$ cat config.mk
export PLATFORM = sky130hd
export DESIGN_NAME = rx_deserializer
export DESIGN_NICKNAME = d
export VERILOG_FILES = /design/src/rtl/rx_deserializer.sv
export SDC_FILE = /design/constraint.sdc
export NUM_CORES = 1
export LEC_CHECK = 0
export CAP_MARGIN = 25
export CORE_MARGIN = 1.5
export CORE_UTILIZATION = 59
export CTS_BUF_LIST = sky130_fd_sc_hd__clkbuf_4 sky130_fd_sc_hd__clkbuf_8
export DETAILED_ROUTE_END_ITERATION = 8
export GPL_TIMING_DRIVEN = 0
export PLACE_DENSITY = 0.91
export SYNTH_ARGS = -nofsm -noshare
export SYNTH_HDL_FRONTEND = slang
export SYNTH_SLANG_ARGS = --single-unit
$ cat constraint.sdc
create_clock -name clk -period 2.65 [get_ports clk]
set_input_delay 0.795 -clock clk [delete_from_list [all_inputs] [get_ports clk]]
set_output_delay 0.795 -clock clk [all_outputs]
set_load 0.02 [all_outputs]
$ cat src/rtl/rx_deserializer.sv
// Oversampled UART-style receiver: deframes WIDTH-bit packets (LSB first, odd parity in the MSB),
// delivers the parity-stripped word with a one-cycle flag and keeps saturating error statistics.
module rx_deserializer #(
  parameter int unsigned WIDTH        = 64,
  parameter int unsigned CLKS_PER_BIT = 4
) (
  input  logic             clk,
  input  logic             reset_n,
  input  logic             rx_in,
  output logic [WIDTH-2:0] rx_data,
  output logic             rx_data_flag,
  output logic             parity_error,
  output logic             framing_error,
  output logic [7:0]       error_count,
  output logic             rx_busy
);

  localparam int unsigned IdxW     = $clog2(WIDTH);
  localparam logic [3:0]  HalfLast = 4'(CLKS_PER_BIT / 2 - 1);
  localparam logic [3:0]  BitLast  = 4'(CLKS_PER_BIT - 1);
  localparam logic [6:0]  LastBit  = 7'(WIDTH - 1);

  typedef enum logic [2:0] {
    StIdle,
    StStart,
    StData,
    StStop,
    StWaitIdle
  } state_e;

  state_e           state_q;
  logic [1:0]       sync_q;
  logic [3:0]       clk_cnt_q;
  logic [6:0]       bit_cnt_q;
  logic [WIDTH-1:0] shift_q;
  logic             s_in;
  logic [7:0]       err_inc;

  assign s_in = sync_q[1];

  always_comb begin
    err_inc = error_count;
    if (error_count != 8'hFF) begin
      err_inc = error_count + 8'd1;
    end
  end

  always_ff @(posedge clk or negedge reset_n) begin
    if (!reset_n) begin
      sync_q        <= 2'b11;
      state_q       <= StIdle;
      clk_cnt_q     <= '0;
      bit_cnt_q     <= '0;
      shift_q       <= '0;
      rx_data       <= '0;
      rx_data_flag  <= 1'b0;
      parity_error  <= 1'b0;
      framing_error <= 1'b0;
      error_count   <= '0;
      rx_busy       <= 1'b0;
    end else begin
      sync_q        <= {sync_q[0], rx_in};
      rx_data_flag  <= 1'b0;
      parity_error  <= 1'b0;
      framing_error <= 1'b0;
      unique case (state_q)
        StIdle: begin
          if (!s_in) begin
            state_q   <= StStart;
            clk_cnt_q <= '0;
            rx_busy   <= 1'b1;
          end
        end
        StStart: begin
          if (clk_cnt_q == HalfLast) begin
            // A start bit that is already high again by mid-bit is treated as line noise.
            if (s_in) begin
              state_q <= StIdle;
              rx_busy <= 1'b0;
            end else begin
              state_q   <= StData;
              clk_cnt_q <= '0;
              bit_cnt_q <= '0;
            end
          end else begin
            clk_cnt_q <= clk_cnt_q + 4'd1;
          end
        end
        StData: begin
          if (clk_cnt_q == BitLast) begin
            shift_q[bit_cnt_q[IdxW-1:0]] <= s_in;
            clk_cnt_q                    <= '0;
            bit_cnt_q                    <= bit_cnt_q + 7'd1;
            if (bit_cnt_q == LastBit) begin
              state_q <= StStop;
            end
          end else begin
            clk_cnt_q <= clk_cnt_q + 4'd1;
          end
        end
        StStop: begin
          if (clk_cnt_q == BitLast) begin
            clk_cnt_q <= '0;
            if (!s_in) begin
              // Framing wins over parity; the line must return high before re-arming.
              state_q       <= StWaitIdle;
              framing_error <= 1'b1;
              error_count   <= err_inc;
            end else begin
              state_q <= StIdle;
              rx_busy <= 1'b0;
              if (^shift_q) begin
                rx_data      <= shift_q[WIDTH-2:0];
                rx_data_flag <= 1'b1;
              end else begin
                parity_error <= 1'b1;
                error_count  <= err_inc;
              end
            end
          end else begin
            clk_cnt_q <= clk_cnt_q + 4'd1;
          end
        end
        StWaitIdle: begin
          if (s_in) begin
            state_q <= StIdle;
            rx_busy <= 1'b0;
          end
        end
        default: begin
          state_q <= StIdle;
          rx_busy <= 1'b0;
        end
      endcase
    end
  end

endmodule
# After elaboration in Yosys (flattened, before gate mapping)
# Cells that the tools add are included.
dict set report op_classes {
  magnitude_cmp 2
  n_addsub 3
  bitwise 1
  reduce_logical 12
  n_mux 39
  eq_ne 16
}
# op n
set ops {}
lappend ops {{$bwmux W64} 1}
lappend ops {{$reduce_xor A64 Y1} 1}
lappend ops {{$mux W8} 3}
lappend ops {{$mux W3} 7}
lappend ops {{$mux W7} 3}
lappend ops {{$mux W1} 16}
lappend ops {{$ne A2 B2 Y1 const B} 8}
lappend ops {{$pmux W3 S5} 1}
lappend ops {{$pmux W7 S2} 1}
lappend ops {{$mux W4} 3}
lappend ops {{$pmux W4 S3} 1}
lappend ops {{$reduce_and A4 Y1} 3}
lappend ops {{$add A8 B1 Y8 const B} 1}
lappend ops {{$ne A8 B8 Y1 const B} 1}
lappend ops {{$add A7 B1 Y7 const B} 1}
lappend ops {{$eq A7 B6 Y1 const B} 1}
lappend ops {{$lt A6 B7 Y1 const B} 1}
lappend ops {{$demux W1 S6} 1}
lappend ops {{$eq A3 B2 Y1 const B} 2}
lappend ops {{$ge A6 B1 Y1 const B} 1}
lappend ops {{$reduce_and A6 Y1} 1}
lappend ops {{$pmux W1 S5} 1}
lappend ops {{$add A4 B1 Y4 const B} 1}
lappend ops {{$eq A4 B1 Y1 const B} 1}
lappend ops {{other kinds (12)} 12}
dict set report totals {
  elab_cells 84
  output_inout_bits 75
  register_bits 155
}

# Depth between registers and ports, before layout
# Gate-level depths: netlist of run 1.
dict set report depth {
  ltp_word 5
  depth_mapped 10
  ltp_nobuf 9
}

# Least setup slack after synthesis of run 1
# OpenSTA, ideal clock, no wires.
dict set report synth_path {
  kind {register -> register}
  start {register shift_q[2]}
  end {register rx_data[0]}
  period_less_slack_ns 2.404
  required_time_ns 2.525
  path_buffers 2
  path_stages_with_launch 11
  t_arrival_ns 2.278
  path_slack_ns 0.246
  cell_sequence {dfrtp_1 > xor2_1 > xnor2_1 > xnor2_1 > xnor2_1 > xnor2_1 > xnor2_2 > nor2b_4 > buf_12 > buf_12 > mux2_4}
}
dict set report synth_between {
  elab_chain_len 2
}
# item line_no
set synth_rtl {}
lappend synth_rtl {{from (decl)} 35} ;# logic [WIDTH-1:0] shift_q;
lappend synth_rtl {{from (signal, indexed assignment)} 91} ;# shift_q[bit_cnt_q[IdxW-1:0]] <= s_in;
lappend synth_rtl {{$reduce_xor A64 Y1} 112} ;# if (^shift_q) begin
lappend synth_rtl {{$reduce_and A4 Y1 (no source line)} --}
lappend synth_rtl {{to (signal assigned)} 113} ;# rx_data <= shift_q[WIDTH-2:0];
lappend synth_rtl {{to (decl)} 10} ;# output logic [WIDTH-2:0] rx_data,
# No other way between the ends.
# A chain may end at the register's enable or synchronous reset.

# Final worst setup path of run 1
dict set report layout_path {
  start {register shift_q[13]}
  end {register rx_data[11]}
}
# The elaborated chain is that of the path after synthesis.

==> results of run 1 <==
==> registers in the layout, indices dropped and copies added, names as in the netlist <==
| register | flops |
|---|---|
| bit_cnt_q | 7 |
| clk_cnt_q | 4 |
| error_count | 8 |
| framing_error | 1 |
| parity_error | 1 |
| rx_busy | 1 |
| rx_data | 63 |
| rx_data_flag | 1 |
| shift_q | 64 |
| state_q | 3 |
| sync_q | 2 |
==> area by class of cell <==
class | count | area share (%)
Clock buffer | 24 | 3.51
Timing Repair Buffer | 88 | 9.82
Buffer | 25 | 2.34
Multi-Input combinational cell | 384 | 37.6
Clock inverter | 3 | 0.451
Inverter | 4 | 0.169
Tap cell | 168 | 2.37
Sequential cell | 155 | 43.7
==> per-stage QoR <==
stage / cell area (um^2) / cells / utilization, %
3_5_place_dp: 8350 / 817 / 69.2
6_report: 8880 / 851 / 73.6
5_1_grt: 8880 / 851 / 73.6
3_3_place_gp: 8300 / 813 / 68.8
2_1_floorplan: 7320 / 568 / -
4_1_cts: 8720 / 845 / 72.3
==> power groups by stage <==
stage	sequential [mW]	combinational, mW	clock (mW)
final	2.58	1.23	1.63
after CTS	2.56	1.07	1.66
after floorplan	2.61	0.644	0
after global routing	2.59	1.32	1.76
after global placement	2.60	0.945	0
after detailed placement	2.60	1.03	0
==> layer usage <==
metal	routed length [um]	track usage, %	part of all wire [%]	vias up
li1	-	-	-	2157
met1	6460	32.1	42	2374
met2	7670	39.9	50	191
met3	916	6.35	5.9	45
met4	435	10.9	2.8	0
met5	0	0	0	-
==> logic make-up (layout without fill, tap and decap cells) <==
logic type,Yosys count,after routing
AND/OR/NAND/NOR,150,150
buffers and inverters,29,144
flip-flops,155,155
AO/OA/AOI/OAI,26,26
multiplexers,135,135
XOR/XNOR,69,69
adder cells (fa/ha/maj),4,4
==> how the worst max path moves through the flow <==
stage / startpoint / slack [ns] / end
floorplan: shift_q[2] / 0.25 / rx_data[0]
global placement: reset_n / -5.00 / error_count[6]
detailed placement: shift_q[2] / -0.24 / rx_data[57]
CTS: shift_q[0] / 0.005 / rx_data[57]
global route: shift_q[21] / -0.05 / rx_data[57]
finish: shift_q[13] / 0.05 / rx_data[11]
==> critical path: stages, from the launching register on <==
cell,delay [ns]
dfrtp_1,0.42
xor2_1,0.25
xnor2_2,0.12
xnor2_1,0.24
xnor2_1,0.20
xnor2_1,0.20
xnor2_2,0.17
nor2b_4,0.20
buf_12,0.18
buf_12,0.16
mux2_4,0.31
==> placed cells by master (no fill, tap or decap), types with 9 or more instances in the layout <==
cell type | synthesis | final
a21oi_1 | 12 | 11
buf_4 | 0 | 9
clkbuf_1 | 17 | 17
clkbuf_8 | 0 | 21
clkdlybuf4s50_1 | 0 | 76
dfrtp_1 | 153 | 153
mux2_2 | 74 | 74
mux2_4 | 59 | 59
nand2_1 | 75 | 72
nor2_1 | 36 | 36
xnor2_1 | 56 | 45
xnor2_2 | 1 | 12
xor2_1 | 12 | 12
==> repair_timing <==
| item | 4_1_cts | 5_1_grt |
|---|---|---|
| setup endpoints to repair | 63 | 95 |
| buffers inserted | 1 | 6 |
| gates resized for setup | 1 | 20 |
| hold endpoints to repair | 0 | 0 |
| pin swaps | 4 | 3 |
==> flow_summary_export.csv, run 1 <==
group,metric,value,unit
synthesis,synth-compound-area-share,2.02,%
synthesis,yosys-top-cells-area,"dfrtp_1 52%, mux2_4 12%, mux2_2 11%",
placement,dp_slack,-0.238,ns
power,p_leak,4.02,nW
synthesis,dominantRegCellSynth,"dfrtp_1",
sta,period_share,97.9,%
power,combinationalPowerShare,22.6,%
synthesis,synth_top_area_share,52.3,%
floorplan,num_rows,40,
cts,cts_buffers,17,
sta,tightest_slew,1.03,ns
drt,drtIter0Drc,331,
grt,grt-ovfl-total,0,
synthesis,synth_edf_count,0,
final_layout,seqCellArea,0.00388,mm^2
grt,antenna_found_initial,0,
synthesis,synth.ff_latch_count,155,
power,clockPowerShare,30.0,%
power,seq_power_share,47.4,%
drt,postRouteAntennaNets,0,
grt,grt_pass1_vias,4740,
sta,fin_ws,0.0545,ns
critical_path,rrSetupSlack,0.05,ns
critical_path,r2r-end,"rx_data[11]",
power,ir_drop,419,uV
critical_path,cp_max_fo,10,
final_layout,fillers,735,
synthesis,synth-simple-area-share,9.08,%
power,report.power.total,5.44,mW
critical_path,worstSetupStartpointType,"flip-flop",
final_layout,syn_to_final_growth,21.3,%
grt,grt_max_degree,88,
drt,drc_errors,0,
drt,vias,4767,
min_path,min_path_type,"flip-flop to flip-flop",
sta,rsz0062_at_grt,"true",
sta,holdWs,0.358,ns
placement,portBuffers,77,
sta,drv_slew,0,
min_path,min-delay-start,"sync_q[0]",
placement,gp_congestion,0.816,
critical_path,reg2regPathDepth,10,
grt,grt.total_usage,24.8,%
critical_path,cp.arrival,2.92,ns
synthesis,synthAdderAreaFrac,0.684,%
critical_path,required,2.98,ns
power,internal_power,3.81,mW
power,swShare,29.9,%
min_path,hold-path-endpoint,"sync_q[1]",
drt,viasPerCell,5.60,
synthesis,synth_top_family_by_area,"multiplexers",
synthesis,post-synth-top-count-cell,"dfrtp_1",
run_status,status,"finished clean",
cts,clk_latency,0.46,ns
critical_path,critPathCaptureType,"flip-flop",
drt,routed_wl,15.5,mm
synthesis,avgSynthCellArea,12.9,um^2
min_path,hold_depth,0,
critical_path,critPathKind,"flip-flop to flip-flop",
synthesis,synth_cells,568,
final_layout,drive_gt1_share,29.9,%
cts,holdBufCountCts,0,
power,pwr_density_cell,612,mW/mm^2
sta,slew_headroom,31.3,%
synthesis,synth-async-reset-ratio,100,%
power,p_switching,1.63,mW
flow_run,max_cap_violations,0,
synthesis,syn-cell-area,0.00732,mm^2
synthesis,synth_nets,575,
synthesis,muxShareOfSynthArea,23.8,%
drt,routedWlPerCell,18.2,um
sta,setup_viol,0,
cts,clk_pin_slew,0.08,ns
sta,fmax,385,MHz
sta,hold_viol,0,
final_layout,nNetsFinal,682,
cts,cts_tree,"built",
final_layout,antennaDiodeCount,0,
floorplan,io_pins,78,
synthesis,ys_types,36,
synthesis,synth_common_cells,"153 x dfrtp_1, 75 x nand2_1, 74 x mux2_2",
floorplan,die_h,114,um
cts,numClockSinks,155,
placement,hpwl,10.5,mm
synthesis,synth_xor_area_share,8.36,%
synthesis,synth_area_leader_cell,"dfrtp_1",
floorplan,core-area,0.0121,mm^2
floorplan,start_util,60.7,%
drt,first_pass_iters,5,
floorplan,die_w,114,um
final_layout,multi_input_area,0.00334,mm^2
synthesis,yosysSeqAreaShare,53.0,%
sta,fin_crit,2.60,ns
grt,grt_pass1_wl,24.5,mm
critical_path,regToRegStartpoint,"shift_q[13]",
cts,ctsHtreeMaxLevel,4,
cts,cts.path.max_buffers,2,
sta,worst_clock_skew,0.0175,ns
sta,tns,0,ns
floorplan,die_area,0.0131,mm^2
cts,root_buffer,"clkbuf_8",
synthesis,synth_warnings,0,
(Power assumes the default switching activity.)
==> run 2: changes to the inputs <==
--- a/config.mk
+++ b/config.mk
@@ -6,12 +6,12 @@
 export NUM_CORES = 1
 export LEC_CHECK = 0
 export CAP_MARGIN = 25
-export CORE_MARGIN = 1.5
 export CORE_UTILIZATION = 59
-export CTS_BUF_LIST = sky130_fd_sc_hd__clkbuf_4 sky130_fd_sc_hd__clkbuf_8
+export CTS_BUF_LIST = sky130_fd_sc_hd__clkbuf_2
 export DETAILED_ROUTE_END_ITERATION = 8
 export GPL_TIMING_DRIVEN = 0
 export PLACE_DENSITY = 0.91
+export RECOVER_POWER = 100
 export SYNTH_ARGS = -nofsm -noshare
 export SYNTH_HDL_FRONTEND = slang
 export SYNTH_SLANG_ARGS = --single-unit
==> run 2 against run 1 <==
- the flow now finishes with violations (capacitance limit, slew limit)
- sequential power hardly changed
- global-route usage decreased by 0.092 points
- maximum frequency decreased by 0.68%
- clock-buffer cell count shrank 2
- hold slack gained 0.011 ns
- critical path type unchanged
- critical endpoint is now rx_data[43]
- largest cell class unchanged
==> flow_summary_export.csv, run 2 (synthesis results as in run 1) <==
group,metric,value,unit
drt,postRouteAntennaNets,0,
critical_path,worstSetupStartpointType,"flip-flop",
drt,routed_wl,14.8,mm
placement,hpwl,10.2,mm
critical_path,rrSetupSlack,0.04,ns
final_layout,syn_to_final_growth,17.6,%
power,report.power.total,4.98,mW
floorplan,die_h,113,um
critical_path,cp.arrival,3.20,ns
drt,dr.max_layer_used,"met4",
critical_path,reg2regPathDepth,10,
drt,met2WireLength,7.04,mm
sta,fmax,383,MHz
critical_path,regToRegStartpoint,"shift_q[2]",
drt,vias,4651,
final_layout,layout.cells.most_common,"dfrtp_1",
grt,grt-ovfl-total,0,
cts,numClockSinks,155,
floorplan,start_util,60.7,%
sta,drv_slew,88,
cts,root_buffer,"clkbuf_2",
final_layout,nNetsFinal,678,
cts,cts_buffers,17,
min_path,hold-path-endpoint,"sync_q[1]",
drt,wl_met3,714,um
final_layout,drive_gt1_share,27.2,%
final_layout,layout_common_cells,"153 x dfrtp_1, 74 x mux2_2, 72 x nand2_1, 63 x clkdlybuf4s50_1, 59 x mux2_4",
flow_run,max_cap_violations,1,
final_layout,multi_input_area,0.00323,mm^2
sta,tns,0,ns
final_layout,largest_reg_flops,64,
drt,routedWlPerCell,17.3,um
floorplan,core-area,0.0121,mm^2
final_layout,top_register,"shift_q",
floorplan,die_area,0.0129,mm^2
final_layout,antennaDiodeCount,0,
cts,holdBufCountCts,0,
run_status,failed_checks,"capacitance limit, slew limit",
drt,m1WireLength,6.82,mm
cts,clk_pin_slew,0.21,ns
cts,cts_tree,"built",
drt,drtIter0Drc,310,
grt,grt_pass1_vias,4591,
cts,clk_latency,0.71,ns
grt,grt_pass1_wl,24.2,mm
grt,grt_max_degree,88,
sta,slew_headroom,-37.0,%
critical_path,critPathCaptureType,"flip-flop",
critical_path,required,3.23,ns
cts,ctsHtreeMaxLevel,4,
final_layout,reg_top3,"shift_q: 64 flops, rx_data: 63 flops, error_count: 8 flops",
floorplan,num_rows,40,
min_path,min-delay-start,"sync_q[0]",
sta,tightest_slew,2.05,ns
final_layout,seqCellArea,0.00388,mm^2
sta,holdWs,0.369,ns
drt,first_pass_iters,5,
power,pwr_density_cell,578,mW/mm^2
drt,viasPerCell,5.46,
run_status,status,"finished, violations left",
sta,rsz0062_at_grt,"true",
min_path,hold_depth,0,
critical_path,critPathKind,"flip-flop to flip-flop",
placement,gp_congestion,0.767,
floorplan,die_w,113,um
sta,hold_viol,0,
sta,worst_clock_skew,0.0389,ns
sta,fin_crit,2.61,ns
sta,period_share,98.6,%
placement,portBuffers,77,
power,ir_drop,487,uV
min_path,min_path_type,"flip-flop to flip-flop",
final_layout,fillers,809,
cts,cts.path.max_buffers,2,
floorplan,io_pins,78,
power,p_leak,4.01,nW
grt,grt.total_usage,24.7,%
drt,drc_errors,0,
critical_path,cp_max_fo,10,
sta,setup_viol,0,
grt,antenna_found_initial,0,
critical_path,r2r-end,"rx_data[43]",
run 2: cell types whose count changed in the layout (fill, tap and decap cells not counted), moves of 3 or more:
cell             previous run  this run
clkbuf_4                    3         0
clkinv_1                    0         3
clkbuf_2                    0        23
dlymetal6s2s_1              0         6
clkdlybuf4s50_1            76        63
xnor2_2                    12         1
buf_4                       9         4
clkbuf_8                   21         0
xnor2_1                    45        56
dlygate4sd2_1               0         6
run 2: final cells by class:
cell class	instances	share of cell area [%]
multi-input cells	384	37.6
clock buffers	22	1.28
clock inverters	10	1.44
plain buffers	25	2.41
flip-flops and latches	155	45.1
inverters	4	0.175
repair buffers	84	9.57
well taps	168	2.44
run 2: stage by stage:
stage | cell area (um^2) | std cells | util [%] | setup slack, ns
6_report | 8600 | 852 | 71.3 | 0.0367
3_3_place_gp | 8300 | 813 | 68.8 | -5.01
5_1_grt | 8600 | 852 | 71.3 | -0.161
4_1_cts | 8590 | 851 | 71.2 | 0.00191
2_1_floorplan | 7320 | 568 | - | 0.246
3_5_place_dp | 8350 | 817 | 69.2 | -0.250
run 2: repair_timing:
| item | 4_1_cts | 5_1_grt |
|---|---|---|
| pin swaps | 4 | 0 |
| endpoints found under the setup margin | 69 | 99 |
| endpoints found under the hold margin | 0 | 0 |
| setup buffers | 2 | 1 |
| resized for setup | 6 | 10 |
| gates cloned | 0 | 0 |
run 2: worst max path at each step:
stage          slack [ns]            from              to
2_1_floorplan        0.25      shift_q[2]      rx_data[0]
3_3_place_gp        -5.01         reset_n  error_count[6]
3_5_place_dp        -0.25      shift_q[2]     rx_data[57]
4_1_cts             0.002  error_count[0]  error_count[0]
5_1_grt             -0.16      state_q[1]      shift_q[6]
6_report             0.04      shift_q[2]     rx_data[43]
run 2: power breakdown:
part,internal [mW],leakage (nW),total (mW),switching [mW]
registers,2.47,2.14,2.57,0.100
clock network,0.531,0.150,1.32,0.792
logic,0.392,1.72,1.08,0.692
run 2: per-layer routing:
metal	global-route usage [%]	up-vias
met4	8.42	0
li1	-	2142
met2	38.7	162
met3	5.25	22
met1	34.6	2325
met5	0	-
run 2: critical path: stages (launching register included):
cell,delay [ns]
dfrtp_1,0.45
xor2_1,0.17
xnor2_1,0.15
xnor2_1,0.28
xnor2_1,0.21
xnor2_1,0.20
xnor2_2,0.18
nor2b_4,0.20
buf_12,0.18
buf_12,0.16
mux2_4,0.30
